[src/rtl/adler32_feeder_pkg.sv]
// Shared definitions for the Adler-32 front end: feeder FSM states and the
// word/modulus constants also used by the checksum engine.
package adler32_feeder_pkg;

    localparam int unsigned BYTES_PER_WORD = 4;
    localparam int unsigned ADLER_MOD      = 65521;

    typedef enum logic [2:0] {
        IDLE,
        SIZE,
        FILL,
        START,
        STREAM,
        WAIT_CK
    } feeder_state_t;

endpackage

[src/rtl/adler32_feeder_fifo.sv]
// Synchronous word FIFO with occupancy count; head word is visible combinationally.
module sync_fifo #(
    parameter int unsigned WIDTH = 32,
    parameter int unsigned DEPTH = 16
) (
    input  logic                       clock,
    input  logic                       rst,
    input  logic                       push,
    input  logic [WIDTH-1:0]           push_data,
    input  logic                       pop,
    output logic [WIDTH-1:0]           head,
    output logic                       full,
    output logic                       empty,
    output logic [$clog2(DEPTH+1)-1:0] count
);

    localparam int unsigned AW = $clog2(DEPTH);
    localparam int unsigned CW = $clog2(DEPTH+1);

    logic [WIDTH-1:0] mem [DEPTH];
    logic [AW-1:0]    wr_ptr;
    logic [AW-1:0]    rd_ptr;
    logic             do_push;
    logic             do_pop;

    assign full    = (count == CW'(DEPTH));
    assign empty   = (count == '0);
    assign do_push = push && !full;
    assign do_pop  = pop && !empty;
    assign head    = mem[rd_ptr];

    always_ff @(posedge clock) begin
        if (rst) begin
            wr_ptr <= '0;
            rd_ptr <= '0;
            count  <= '0;
        end else begin
            if (do_push) wr_ptr <= wr_ptr + 1'b1;
            if (do_pop)  rd_ptr <= rd_ptr + 1'b1;
            if (do_push && !do_pop)      count <= count + 1'b1;
            else if (do_pop && !do_push) count <= count - 1'b1;
        end
    end

    always_ff @(posedge clock) begin
        if (do_push) mem[wr_ptr] <= push_data;
    end

endmodule

[src/rtl/adler32_feeder.sv]
// Front end for the Adler-32 engine: takes a byte-length descriptor and a word
// stream, buffers words, and serialises them as a gap-free little-endian byte stream.
module adler32_feeder
    import adler32_feeder_pkg::*;
#(
    parameter int unsigned DEPTH  = 16,
    parameter int unsigned THRESH = 4
) (
    input  logic        clock,
    input  logic        rst,
    input  logic        in_len_valid,
    input  logic [31:0] in_len,
    output logic        in_len_ready,
    input  logic        in_valid,
    input  logic [31:0] in_data,
    output logic        in_ready,
    input  logic        checksum_valid,
    output logic        size_valid,
    output logic [31:0] size,
    output logic        data_start,
    output logic [7:0]  data,
    output logic        busy,
    output logic        underrun
);

    localparam int unsigned CW = $clog2(DEPTH+1);

    feeder_state_t state, next_state;

    logic [32:0]   total_words;
    logic [32:0]   total_words_q;
    logic [32:0]   words_left_in;
    logic [32:0]   fill_target;
    logic [31:0]   bytes_left;
    logic [1:0]    byte_idx;
    logic [31:0]   fifo_head;
    logic          fifo_full;
    logic          fifo_empty;
    logic [CW-1:0] fifo_count;
    logic          len_hs;
    logic          push;
    logic          pop;
    logic          consume;

    assign total_words  = ({1'b0, in_len} + 33'd3) >> 2;
    assign fill_target  = (total_words_q < 33'(THRESH)) ? total_words_q : 33'(THRESH);
    assign in_len_ready = (state == IDLE);
    assign len_hs       = in_len_valid && in_len_ready;
    assign in_ready     = (state != IDLE) && !fifo_full && (words_left_in != '0);
    assign push         = in_valid && in_ready;

    // The byte shown in a STREAM cycle is picked one cycle earlier (START or the
    // previous STREAM cycle) so that data can leave straight from a flop.
    assign consume = ((state == START) || (state == STREAM)) && (bytes_left != '0);
    assign pop     = consume && !fifo_empty
                     && ((byte_idx == 2'(BYTES_PER_WORD-1)) || (bytes_left == 32'd1));

    sync_fifo #(
        .WIDTH (32),
        .DEPTH (DEPTH)
    ) u_fifo (
        .clock     (clock),
        .rst       (rst),
        .push      (push),
        .push_data (in_data),
        .pop       (pop),
        .head      (fifo_head),
        .full      (fifo_full),
        .empty     (fifo_empty),
        .count     (fifo_count)
    );

    always_comb begin
        next_state = state;
        unique case (state)
            IDLE:    if (len_hs) next_state = SIZE;
            SIZE:    next_state = FILL;
            FILL:    if (33'(fifo_count) >= fill_target) next_state = START;
            START:   next_state = (bytes_left == '0) ? WAIT_CK : STREAM;
            STREAM:  if (bytes_left == '0) next_state = WAIT_CK;
            WAIT_CK: if (checksum_valid) next_state = IDLE;
            default: next_state = IDLE;
        endcase
    end

    always_ff @(posedge clock) begin
        if (rst) begin
            state         <= IDLE;
            total_words_q <= '0;
            words_left_in <= '0;
            bytes_left    <= '0;
            byte_idx      <= '0;
            size_valid    <= 1'b0;
            size          <= '0;
            data_start    <= 1'b0;
            data          <= '0;
            busy          <= 1'b0;
            underrun      <= 1'b0;
        end else begin
            state      <= next_state;
            size_valid <= (next_state == SIZE);
            data_start <= (next_state == START);
            busy       <= (next_state != IDLE);
            if (len_hs) begin
                total_words_q <= total_words;
                words_left_in <= total_words;
                bytes_left    <= in_len;
                byte_idx      <= '0;
                size          <= in_len;
                underrun      <= 1'b0;
            end else if (push) begin
                words_left_in <= words_left_in - 33'd1;
            end
            if (consume) begin
                data       <= fifo_empty ? 8'h00 : fifo_head[{byte_idx, 3'b000} +: 8];
                bytes_left <= bytes_left - 32'd1;
                byte_idx   <= byte_idx + 2'd1;
                if (fifo_empty) underrun <= 1'b1;
            end
        end
    end

endmodule

[config.mk]
export PLATFORM = sky130hd
export DESIGN_NAME = adler32_feeder
export DESIGN_NICKNAME = d
export VERILOG_FILES = /design/src/rtl/adler32_feeder_pkg.sv /design/src/rtl/adler32_feeder_fifo.sv /design/src/rtl/adler32_feeder.sv
export SDC_FILE = /design/constraint.sdc
export NUM_CORES = 1
export LEC_CHECK = 0
export BUFFER_PORTS_ARGS = -buffer_cell sky130_fd_sc_hd__clkbuf_2
export CORE_UTILIZATION = 45
export DETAILED_ROUTE_END_ITERATION = 6
export PLACE_DENSITY = 0.61
export RECOVER_POWER = 100
export SLEW_MARGIN = 20
export SYNTH_ARGS = -nofsm -noshare
export SYNTH_HDL_FRONTEND = slang
export SYNTH_SLANG_ARGS = --single-unit
[constraint.sdc]
create_clock -name clock -period 4.7 [get_ports clock]
set_input_delay 0.47 -clock clock [delete_from_list [all_inputs] [get_ports clock]]
set_output_delay 0.47 -clock clock [all_outputs]
set_load 0.01 [all_outputs]
Yosys cells after proc, flatten, opt, wreduce, memory -nomap -nowiden
Memory sizes are Yosys's and may differ from the RTL's. A register that Yosys moved wholly into a read port is not among the register bits.
Index checks and enable logic that the tools add are counted.

storage, ports and cells
  bits in registers = 158
  RAM bits = 512
  input port bits = 69
  output and inout port bits = 46
  word-level logic and storage cells = 88
  memories kept = 1

operators by class
  $add $sub $neg = 8
  order comparisons = 2
  equality and inequality tests = 10
  shift operators = 1
  mux-type cells = 23
  reductions and logical operators = 28

memory list
  memory      words  bits a word  read ports  clocked after Yosys merged registers in  wr ports  line                       source
  u_fifo.mem  16     32           1           1                                        1         adler32_feeder_fifo.sv:20  logic [WIDTH-1:0] mem [DEPTH];

operator list
  kind                                                         count
  2-to-1 mux 31 bit                                            3
  2-to-1 mux 32 bit                                            2
  adder 32 x 2 -> 33 bit, second input constant                1
  nonzero test 33 bit                                          1
  subtractor 33 x 1 -> 33 bit, second input constant           1
  == test 32 x 1 -> 1 bit, second input constant               1
  logical NOT 32 bit                                           1
  nonzero test 32 bit                                          1
  variable part select 32 x 6 -> 8 bit                         1
  subtractor 32 x 1 -> 32 bit, second input constant           1
  >= comparator 5 x 31 -> 1 bit                                1
  less-than comparator 31 x 3 -> 1 bit, second input constant  1
  one-hot mux 3 bit (6 select lines)                           1
  2-to-1 mux 3 bit                                             4
  logical AND 1 bit                                            11
  2-to-1 mux 5 bit                                             2
  == test 3 x 2 -> 1 bit, second input constant                3
  adder 4 x 1 -> 4 bit, second input constant                  2
  2-to-1 mux 4 bit                                             2
  2-to-1 mux 8 bit                                             1
  == test 3 x 1 -> 1 bit, second input constant                2
  == test 3 bit, second input constant                         2
  2-to-1 mux 1 bit                                             6
  nonzero test 2 bit                                           3
  other kinds (12)                                             18

Longest topological paths before layout
Gate-level depths: netlist of the first run.

  depth in word-level cells = 10
  mapped depth = 17
  gate-level depth less buffers = 15

By module
A second synthesis of the first run with hierarchy kept.

unflattened totals
  cell total of the unflattened synthesis = 1775
  area, all modules = 27242.4 µm²

by module, submodules not included
  module          times used  cells each  area an instance (µm²)  sequential area each (µm²)
  sync_fifo       1           894         20002.9                 15715.1
  adler32_feeder  1           881         7239.4                  2902.8

Worst setup path before layout of the first run
OpenSTA, ideal clock, no wires.

  path type = reg-to-reg
  start point = register state[1]
  end point = memory u_fifo.mem[11][0], enable pin
  setup time = 0.461 ns
  data arrival time = 3.466 ns
  required time = 4.239 ns
  slack = 0.773 ns
  stages on the path, launching flop included = 5
  buffers on the path = 0
  period minus slack after synthesis = 3.927 ns
  cell sequence = dfxtp_1 -> nor3_1 -> a211oi_2 -> o211ai_1 -> nor3_1

on the way
  word-level cells in the longest chain between the ends = 7

ends and longest elaborated chain
  what                                    line                       source
  from (decl)                             adler32_feeder.sv:28       feeder_state_t state, next_state;
  from (signal assigned)                  adler32_feeder.sv:100      state <= next_state;
  nonzero test 3 bit                      adler32_feeder.sv:49       assign in_ready = (state != IDLE) && !fifo_full && (words_left_in != '0);
  logical AND 1 bit (2 in a row)          adler32_feeder.sv:49
  logical AND 1 bit                       adler32_feeder.sv:50       assign push = in_valid && in_ready;
  logical AND 1 bit                       adler32_feeder_fifo.sv:28  assign do_push = push && !full;
  2-to-1 mux 1 bit                        adler32_feeder_fifo.sv:46  if (do_push) mem[wr_ptr] <= push_data;
  2-to-1 mux 1 bit (not written as such)  adler32_feeder_fifo.sv:46
  to (decl)                               adler32_feeder_fifo.sv:20

Every way passes these cells.

Final worst setup path of the first run
  start point = register words_left_in[4]
  end point = memory u_fifo.mem[7][20], enable pin

on the way
  word-level cells in the longest chain between the ends = 6

ends and longest elaborated chain
  what                                    line                       source
  from (decl)                             adler32_feeder.sv:32       logic [32:0] words_left_in;
  from (signal assigned)                  adler32_feeder.sv:106      words_left_in <= total_words;
  from (signal assigned)                  adler32_feeder.sv:112      words_left_in <= words_left_in - 33'd1;
  nonzero test 33 bit                     adler32_feeder.sv:49
  logical AND 1 bit                       adler32_feeder.sv:49
  logical AND 1 bit                       adler32_feeder.sv:50
  logical AND 1 bit                       adler32_feeder_fifo.sv:28
  2-to-1 mux 1 bit                        adler32_feeder_fifo.sv:46
  2-to-1 mux 1 bit (not written as such)  adler32_feeder_fifo.sv:46

Every way passes these cells.

==> results of run 1 <==
-- layout make-up --
cell class              count  area [sq um]  share of cell area
multi-input cells        1024          8200               0.266
flip-flops and latches    674         18600               0.603
well taps                 782           978              0.0317
repair buffers            155           737              0.0239
clock buffers             101          2040              0.0662
inverters                  19          71.3             0.00231
clock inverters            32           209             0.00677
-- logic make-up after synthesis --
kind of cell | count (synthesis) | synth area share
and+or+nand+nor | 425 | 0.0816
DFF | 674 | 0.681
buffers and inverters | 118 | 0.0183
AOI/OAI and AO/OA | 380 | 0.0953
adders and majority gates | 19 | 0.00897
muxes | 165 | 0.104
other | 1 | 0.000137
xor gates and xnor gates | 33 | 0.0106
-- critical path, stage by stage, from the launching register on --
cell      delay, ns
dfxtp_1        0.34
or4_1          0.60
nor4_1         0.54
nand4_1        0.22
clkbuf_1       0.25
o211ai_1       0.64
nor2b_1        0.44
clkbuf_2       0.66
-- registers in the layout, summed over array words and instances, names as in the netlist, 4 cells and up, named ones only --
name,count
data,8
u_fifo.mem,512
bytes_left,32
u_fifo.count,5
u_fifo.rd_ptr,4
words_left_in,33
u_fifo.wr_ptr,4
size,32
total_words_q,31
-- power breakdown --
group          switching, mW  total (mW)  internal, mW
combinational          0.638       0.965         0.327
sequential             0.122        6.69          6.57
clock                   2.32        5.37          3.05
-- how the worst max path moves through the flow --
stage	startpoint	to	cells past startpoint	slack, ns
finish	words_left_in[4]	u_fifo.mem[7][20]	7	0.54
global route	state[0]	u_fifo.mem[10][23]	7	0.33
CTS	words_left_in[17]	u_fifo.count[4]	13	0.88
detailed placement	bytes_left[16]	u_fifo.count[4]	12	0.91
global placement	words_left_in[17]	u_fifo.count[4]	13	0.99
floorplan	state[1]	u_fifo.mem[11][0]	4	0.77
-- layer usage --
metal | wire, um | GRT usage | vias to the layer above
li1 | - | - | 7499
met4 | 1920 | 0.0713 | 2
met3 | 3640 | 0.0363 | 111
met1 | 29000 | 0.295 | 8372
met2 | 33000 | 0.363 | 517
met5 | 10 | 0 | -
-- through the flow --
step / setup slack [ns] / hold WS (ns) / power, mW / utilization / cells
2_1_floorplan: 0.773 / 0.420 / 7.43 / - / 1816
3_3_place_gp: 0.992 / 0.443 / 7.77 / 0.479 / 2654
3_5_place_dp: 0.911 / 0.436 / 7.80 / 0.479 / 2654
4_1_cts: 0.884 / 0.127 / 13.2 / 0.517 / 2787
5_1_grt: 0.327 / 0.162 / 13.5 / 0.512 / 2787
6_report: 0.537 / 0.154 / 13.0 / 0.512 / 2787
-- cell usage in the layout (no fill, tap or decap), drive strengths merged, types with 11 or more instances in the layout --
cell type  synthesis  routed
mux4              96      96
nand4             22      22
nand3             22      22
o21ai             48      48
inv               19      21
o21a              22      22
xor2              15      15
a221oi            38      38
nand2b            12      12
and3              26      26
nor3              29      29
edfxtp           512     512
clkbuf            62     237
or3               27      27
o211ai            20      20
dfxtp            162     162
a21o              11      11
mux2i             67      67
xnor2             18      18
a21oi             98      98
a22oi             45      45
nor4              23      23
a31oi             38      38
or2               16      16
buf               37      19
nor2              91      91
ha                18      18
nand2            108     108
clkinv             0      30
==> results.cfg, run 1 <==
[timing]
period_needed_ns = 4.16
rsz0062_at_grt = no
period_share = 0.886
fmax_mhz = 240
maxSlewHeadroom = -0.674
tns_ns = 0
timing_hold_violations_final = 0
setup_viol = 0
final_max_slew_viol_count = 113
clock_skew_ns = 0.0327
worst_pin_slew_ns = 2.51

[layout]
fillers = 5004
drive_gt1_frac = 0.155
final_area_sq_um = 30900
diodes = 0
nets = 2034
area_growth_pct = 12.9

[grt]
grt_pass1_vias = 16500
track_usage = 0.219
overflow = 0
grt_pass1_wl_mm = 102
antenna_found_initial = 1
grt_max_degree = 62

[critical_path]
crit_required_ns = 4.86
startpoint_type = register
reg2reg_to = u_fifo.mem[7][20]
reg2reg_depth = 7
path_max_fanout = 24
crit_type = reg -> reg
endpoint_kind = register
reg2reg_slack_ns = 0.54
crit_arrival_ns = 4.33
timing.rr.start = words_left_in[4]

[route]
detail_route.first_pass.iterations = 5
via_per_inst = 5.92
drtAntennaViolNets = 0
drc_errors = 0
totalWireLength_mm = 67.6
drt_iter0_markers = 1303
wire_per_inst_um = 24.3
vias = 16500

[synth]
synth_seq_area_share = 0.681
ys_ff_latch = 674
synth.distinct_cells = 83
synth_edf_count = 512
yosysMostFrequentCell = edfxtp_1
synth.cell_area_sq_um = 27300
netlist.top_cell.by_area = edfxtp_1
synth_ff_type = edfxtp_1
synth.area.top_cells = edfxtp_1 (56%), dfxtp_1 (12%), mux4_2 (7.9%)
yosys-top-cells-count = edfxtp_1 (512), dfxtp_1 (162), nand2_1 (107)
synth.top_cell.area_share = 0.562
avgSynthCellArea_sq_um = 15.1
yosysWarnings = 0
syn_inst = 1815
synthArstFlopShare = 0

[hold_path]
whs_path_depth = 3
hp-start = in_len[3]
hold_end = size[3]
hp-class = in -> reg

[clock_network]
postCtsHoldBufs = 0
post_cts_resized = 0
cts_buffers = 72
post_cts_buffers = 0
clk_transition_reported_paths_ns = 0.06
htreeDepth = 3
clock_path_buffers = 3
cts.sinks = 674
clockRootBuffer = clkbuf_16
cts_tree = yes
insertion_delay_ns = 0.62

[die]
die_h_um = 249
fp-row-count = 90
initial_utilization = 0.454
ios = 115
die_w_um = 249
die_area_sq_um = 61800
core_area_sq_um = 60200

[placement]
portBuffers = 114
place.gp.congestion = 0.855
hpwl_mm = 41.1
post_dp_cell_area_sq_um = 28900

[run_status]
outcome = finished with violations
violations = max-capacitance violations, max-slew violations

[power_and_ir_drop]
p_per_area_nw_per_um2 = 422
ir_drop_mv = 0.309
total_leakage_power_nw = 9.93

[run]
cap_violations = 4
(Power assumes the default switching activity.)
==> run 2, diff against run 1 <==
- CORE_UTILIZATION: 45 -> 60
- GPL_TIMING_DRIVEN: default -> 1
- PLACE_DENSITY: 0.61 -> 0.78
==> run 2 against run 1 <==
Net effect:
- the run still ends with max-capacitance violations, max-slew violations left
- hold slack worse by 0.0068 ns
- sequential cell count unchanged
- total power up 1.5%
- clock skew fell by 0.011 ns
- count of clock-buffer cells in the layout down 15
- clock power rose by 3%
- critical path type unchanged
- highest routed layer unchanged
==> results.cfg, run 2 (synthesized netlist as in run 1, its figures left out) <==
[layout]
nets = 2015
layout_commonest_cell = edfxtp_1
largest_register = u_fifo.mem
largest_reg_flops = 512
final_area_sq_um = 30600
final_core_util = 0.687
reg_top3 = u_fifo.mem: 512 flops, words_left_in: 33 flops
area_growth_pct = 12.0
final_cell_mix = edfxtp_1 (512), dfxtp_1 (159), nand2_1 (106)
drive_gt1_frac = 0.154

[critical_path]
endpoint_kind = register
crit_type = reg -> reg
startpoint_type = register
reg2reg_to = u_fifo.mem[7][19]
crit_required_ns = 4.94
path_max_fanout = 13
crit_arrival_ns = 4.41
reg2reg_depth = 6
timing.rr.start = state[0]
reg2reg_slack_ns = 0.53

[placement]
portBuffers = 114
hpwl_mm = 38.7
place.gp.congestion = 0.932
post_dp_cell_area_sq_um = 28500

[timing]
clock_skew_ns = 0.0215
whs_ns = 0.147
setup_viol = 0
maxSlewHeadroom = -1.17
tns_ns = 0
timing_hold_violations_final = 0
period_share = 0.887
worst_pin_slew_ns = 3.25
period_needed_ns = 4.17
fmax_mhz = 240
final_max_slew_viol_count = 241
rsz0062_at_grt = no

[die]
ios = 115
die_h_um = 215
die_area_sq_um = 46400
fp-row-count = 77
core_area_sq_um = 44600
die_w_um = 215
initial_utilization = 0.613

[grt]
grt_pass1_wl_mm = 98.6
track_usage = 0.283
grt_pass1_vias = 16700
grt_max_degree = 105
overflow = 0
antenna_found_initial = 2

[route]
drtAntennaViolNets = 0
drt_iter0_markers = 2057
drc_errors = 0
wire_per_inst_um = 25.4
via_per_inst = 6.61
totalWireLength_mm = 65.4
vias = 17000
detail_route.first_pass.iterations = 5

[clock_network]
post_cts_resized = 0
cts_buffers = 68
clk_transition_reported_paths_ns = 0.06
clock_path_buffers = 3
post_cts_buffers = 0
insertion_delay_ns = 0.62
clockRootBuffer = clkbuf_16
htreeDepth = 3
cts.sinks = 674
cts_tree = yes
postCtsHoldBufs = 0

[hold_path]
whs_path_depth = 3
hp-class = in -> reg
hold_end = busy
hp-start = in_len_valid

[power_and_ir_drop]
power.total_mw = 13.2
total_leakage_power_nw = 9.88
ir_drop_mv = 0.355
p_per_area_nw_per_um2 = 432

[run_status]
violations = max-capacitance violations, max-slew violations
outcome = finished with violations

[run]
cap_violations = 4
## run 2: cell types whose count changed in the layout (fill, tap and decap cells not counted), sizes merged
cell	previous run	this run
clkbuf	237	210
bufinv	0	8
clkinv	30	25
buf	19	16
diode	0	1
inv	21	22
## run 2: worst max path at each step
| stage | startpoint | to | slack (ns) | depth (start not counted) |
|---|---|---|---|---|
| 2_1_floorplan | state[1] | u_fifo.mem[11][0] | 0.77 | 4 |
| 3_3_place_gp | words_left_in[17] | u_fifo.count[4] | 0.96 | 13 |
| 3_5_place_dp | words_left_in[17] | u_fifo.count[4] | 0.85 | 13 |
| 4_1_cts | words_left_in[17] | u_fifo.count[4] | 0.83 | 13 |
| 5_1_grt | bytes_left[5] | u_fifo.count[4] | 0.25 | 12 |
| 6_report | state[0] | u_fifo.mem[7][19] | 0.53 | 6 |
## run 2: worst max-delay path, cell delays in order, from the launching register on
cell	delay [ns]
dfxtp_1	0.48
nor3_1	0.09
clkbuf_1	0.19
a211oi_1	0.98
o211ai_1	0.49
nor2b_1	0.97
clkbuf_2	0.58
## run 2: power breakdown
part           internal (mW)  leakage [nW]  switching [mW]
logic                  0.331          2.80           0.644
registers               6.57          5.94           0.126
clock network           3.30          1.13            2.25
## run 2: stage by stage
| stage | cells | setup slack (ns) |
|---|---|---|
| after floorplan | 1816 | 0.773 |
| final | 2572 | 0.531 |
| after global placement | 2448 | 0.956 |
| after global routing | 2572 | 0.254 |
| after CTS | 2570 | 0.826 |
| after detailed placement | 2448 | 0.846 |
## run 2: metal layers
layer  up-vias  wire length, um  global-route usage
li1       7444                -                   -
met1      8507            26100               0.379
met2       865            31700               0.460
met3       191             4960              0.0503
met4         2             2670               0.118
met5         -               13                   0
## run 2: area by class of cell
cell class,instances,area [sq um]
Sequential cell,674,18600
Fill cell,2938,14000
Multi-Input combinational cell,1024,8230
Clock buffer,86,1880
Tap cell,592,741
Timing Repair Buffer,140,658
Clock inverter,36,418
Inverter,19,71.3
Antenna cell,1,2.50
==> run 3, diff against run 2 <==
- CELL_PAD_IN_SITES_DETAIL_PLACEMENT: default -> 1
- CELL_PAD_IN_SITES_GLOBAL_PLACEMENT: default -> 1
- CORE_UTILIZATION: 60 -> 56
- PLACE_DENSITY: 0.78 -> 0.84
- clock period: 4.7 -> 5.4 ns (I/O delays scaled with it)
==> run 3 against run 2 <==
Net effect:
- the flow still finishes with violations (max-capacitance violations, max-slew violations)
- final cell count grew 0.62%
- clock skew grew 0.013 ns
- cell area decreased by 0.62%
- clock power shrank 18%
- first-iteration DRC count fell by 10%
- non-clock buffer count fell by 7
- setup slack better by 0.0016 ns
- fmax decreased by 14%
- routed wire length rose by 19%
- largest power group unchanged
- total power down 14%
- critical path depth is the same
==> results.cfg, run 3 (synthesized netlist as in run 1, its figures left out) <==
[run_status]
outcome = finished with violations
violations = max-capacitance violations, max-slew violations

[timing]
maxSlewHeadroom = -1.57
worst_pin_slew_ns = 3.86
timing_hold_violations_final = 0
whs_ns = 0.286
setup_viol = 0
clock_skew_ns = 0.0340
period_needed_ns = 4.87
final_max_slew_viol_count = 546
period_share = 0.901
tns_ns = 0
rsz0062_at_grt = no
fmax_mhz = 205

[power_and_ir_drop]
switchingPower_mw = 2.76
total_leakage_power_nw = 9.78
p_sw_frac = 0.244
intPower_mw = 8.56
p_comb_frac = 0.080
p_per_area_nw_per_um2 = 372
power.total_mw = 11.3
seqPwrFrac = 0.516
pwr-share-clk = 0.404
ir_drop_mv = 0.262

[layout]
largest_reg_flops = 512
largest_register = u_fifo.mem
reg_top3 = u_fifo.mem: 512 flops, words_left_in: 33 flops
drive_gt1_frac = 0.145
area_growth_pct = 11.3
final_cell_mix = edfxtp_1 (512), dfxtp_1 (159), nand2_1 (106)
nets = 2008
layout_commonest_cell = edfxtp_1
final_cell_count_no_fill = 2588

[grt]
track_usage = 0.317
overflow = 0
grt_pass1_vias = 18300
antenna_found_initial = 4
grt_max_degree = 105
grt_pass1_wl_mm = 116

[clock_network]
cts_tree = yes
post_cts_buffers = 0
clk_transition_reported_paths_ns = 0.06
cts.sinks = 674
postCtsHoldBufs = 0
clockRootBuffer = clkbuf_16
insertion_delay_ns = 0.62
post_cts_resized = 0
htreeDepth = 3
clock_path_buffers = 3
cts_buffers = 68

[die]
die_w_um = 223
fp-row-count = 80
core_area_sq_um = 47900
die_h_um = 223
die_area_sq_um = 49700
ios = 115
initial_utilization = 0.570

[placement]
place.gp.congestion = 0.871
portBuffers = 114
hpwl_mm = 44.1
place_inst = 2465

[critical_path]
crit_type = reg -> reg
startpoint_type = register
cp-startpoint = state[0]
reg2reg_depth = 6
reg2reg_to = u_fifo.mem[7][8]
crit_arrival_ns = 5.15
endpoint = u_fifo.mem[7][8]
reg2reg_slack_ns = 0.53
crit_required_ns = 5.68
endpoint_kind = register
path_max_fanout = 22
timing.rr.start = state[0]

[route]
vias = 17600
drc_errors = 0
totalWireLength_mm = 78.1
wire_per_inst_um = 30.2
via_per_inst = 6.80
drtAntennaViolNets = 0
drt_iter0_markers = 1842
detail_route.first_pass.iterations = 5

[run]
cap_violations = 15

[hold_path]
hp-class = in -> reg
[run 3: cell types whose count changed in the layout (fill, tap and decap cells not counted), sizes merged]
cell      delta
buf          -1
clkinvlp     +1
inv          -2
clkinv       -2
clkbuf       +3
diode        +1
bufinv       -7
[run 3: layout make-up]
cell class,instances,area [sq um]
Sequential cell,674,18600
Fill cell,4372,17500
Multi-Input combinational cell,1024,8230
Clock buffer,95,1930
Tap cell,615,769
Timing Repair Buffer,133,629
Clock inverter,26,183
Inverter,19,71.3
Antenna cell,2,5.00
[run 3: worst min-delay path by stage]
stage	from	end	cells past startpoint
3_5_place_dp	words_left_in[32]	words_left_in[32]	2
6_report	in_len_valid	busy	3
4_1_cts	in_len_valid	busy	3
5_1_grt	in_len[3]	size[3]	3
2_1_floorplan	words_left_in[32]	words_left_in[32]	2
3_3_place_gp	words_left_in[32]	words_left_in[32]	2
[run 3: per-layer routing]
| layer | GRT usage | wire length (um) |
|---|---|---|
| met3 | 0.0560 | 5900 |
| met2 | 0.517 | 38600 |
| met5 | 0 | 44 |
| met4 | 0.125 | 2570 |
| met1 | 0.425 | 31000 |
[run 3: power groups by stage]
| stage | Clock (mW) | Combinational, mW | Sequential (mW) |
|---|---|---|---|
| finish | 4.57 | 0.907 | 5.84 |
| global route | 4.76 | 0.972 | 5.85 |
| CTS | 4.60 | 0.902 | 5.83 |
| detailed placement | 0 | 0.874 | 5.94 |
| global placement | 0 | 0.822 | 5.92 |
| floorplan | 0 | 0.551 | 5.91 |
[run 3: per-stage QoR]
stage / utilization / area (sq um) / worst slack [ns]
global placement: 0.594 / 28500 / 1.26
detailed placement: 0.594 / 28500 / 1.04
floorplan: - / 27400 / 1.47
global route: 0.635 / 30400 / 0.318
CTS: 0.638 / 30600 / 0.963
finish: 0.635 / 30400 / 0.533
[run 3: worst max-delay path: stages, from the launching register on]
cell,delay (ns)
dfxtp_1,0.52
nor3_1,0.10
clkbuf_1,0.29
a211oi_2,0.64
o211ai_1,0.38
nor2b_1,2.07
buf_4,0.52
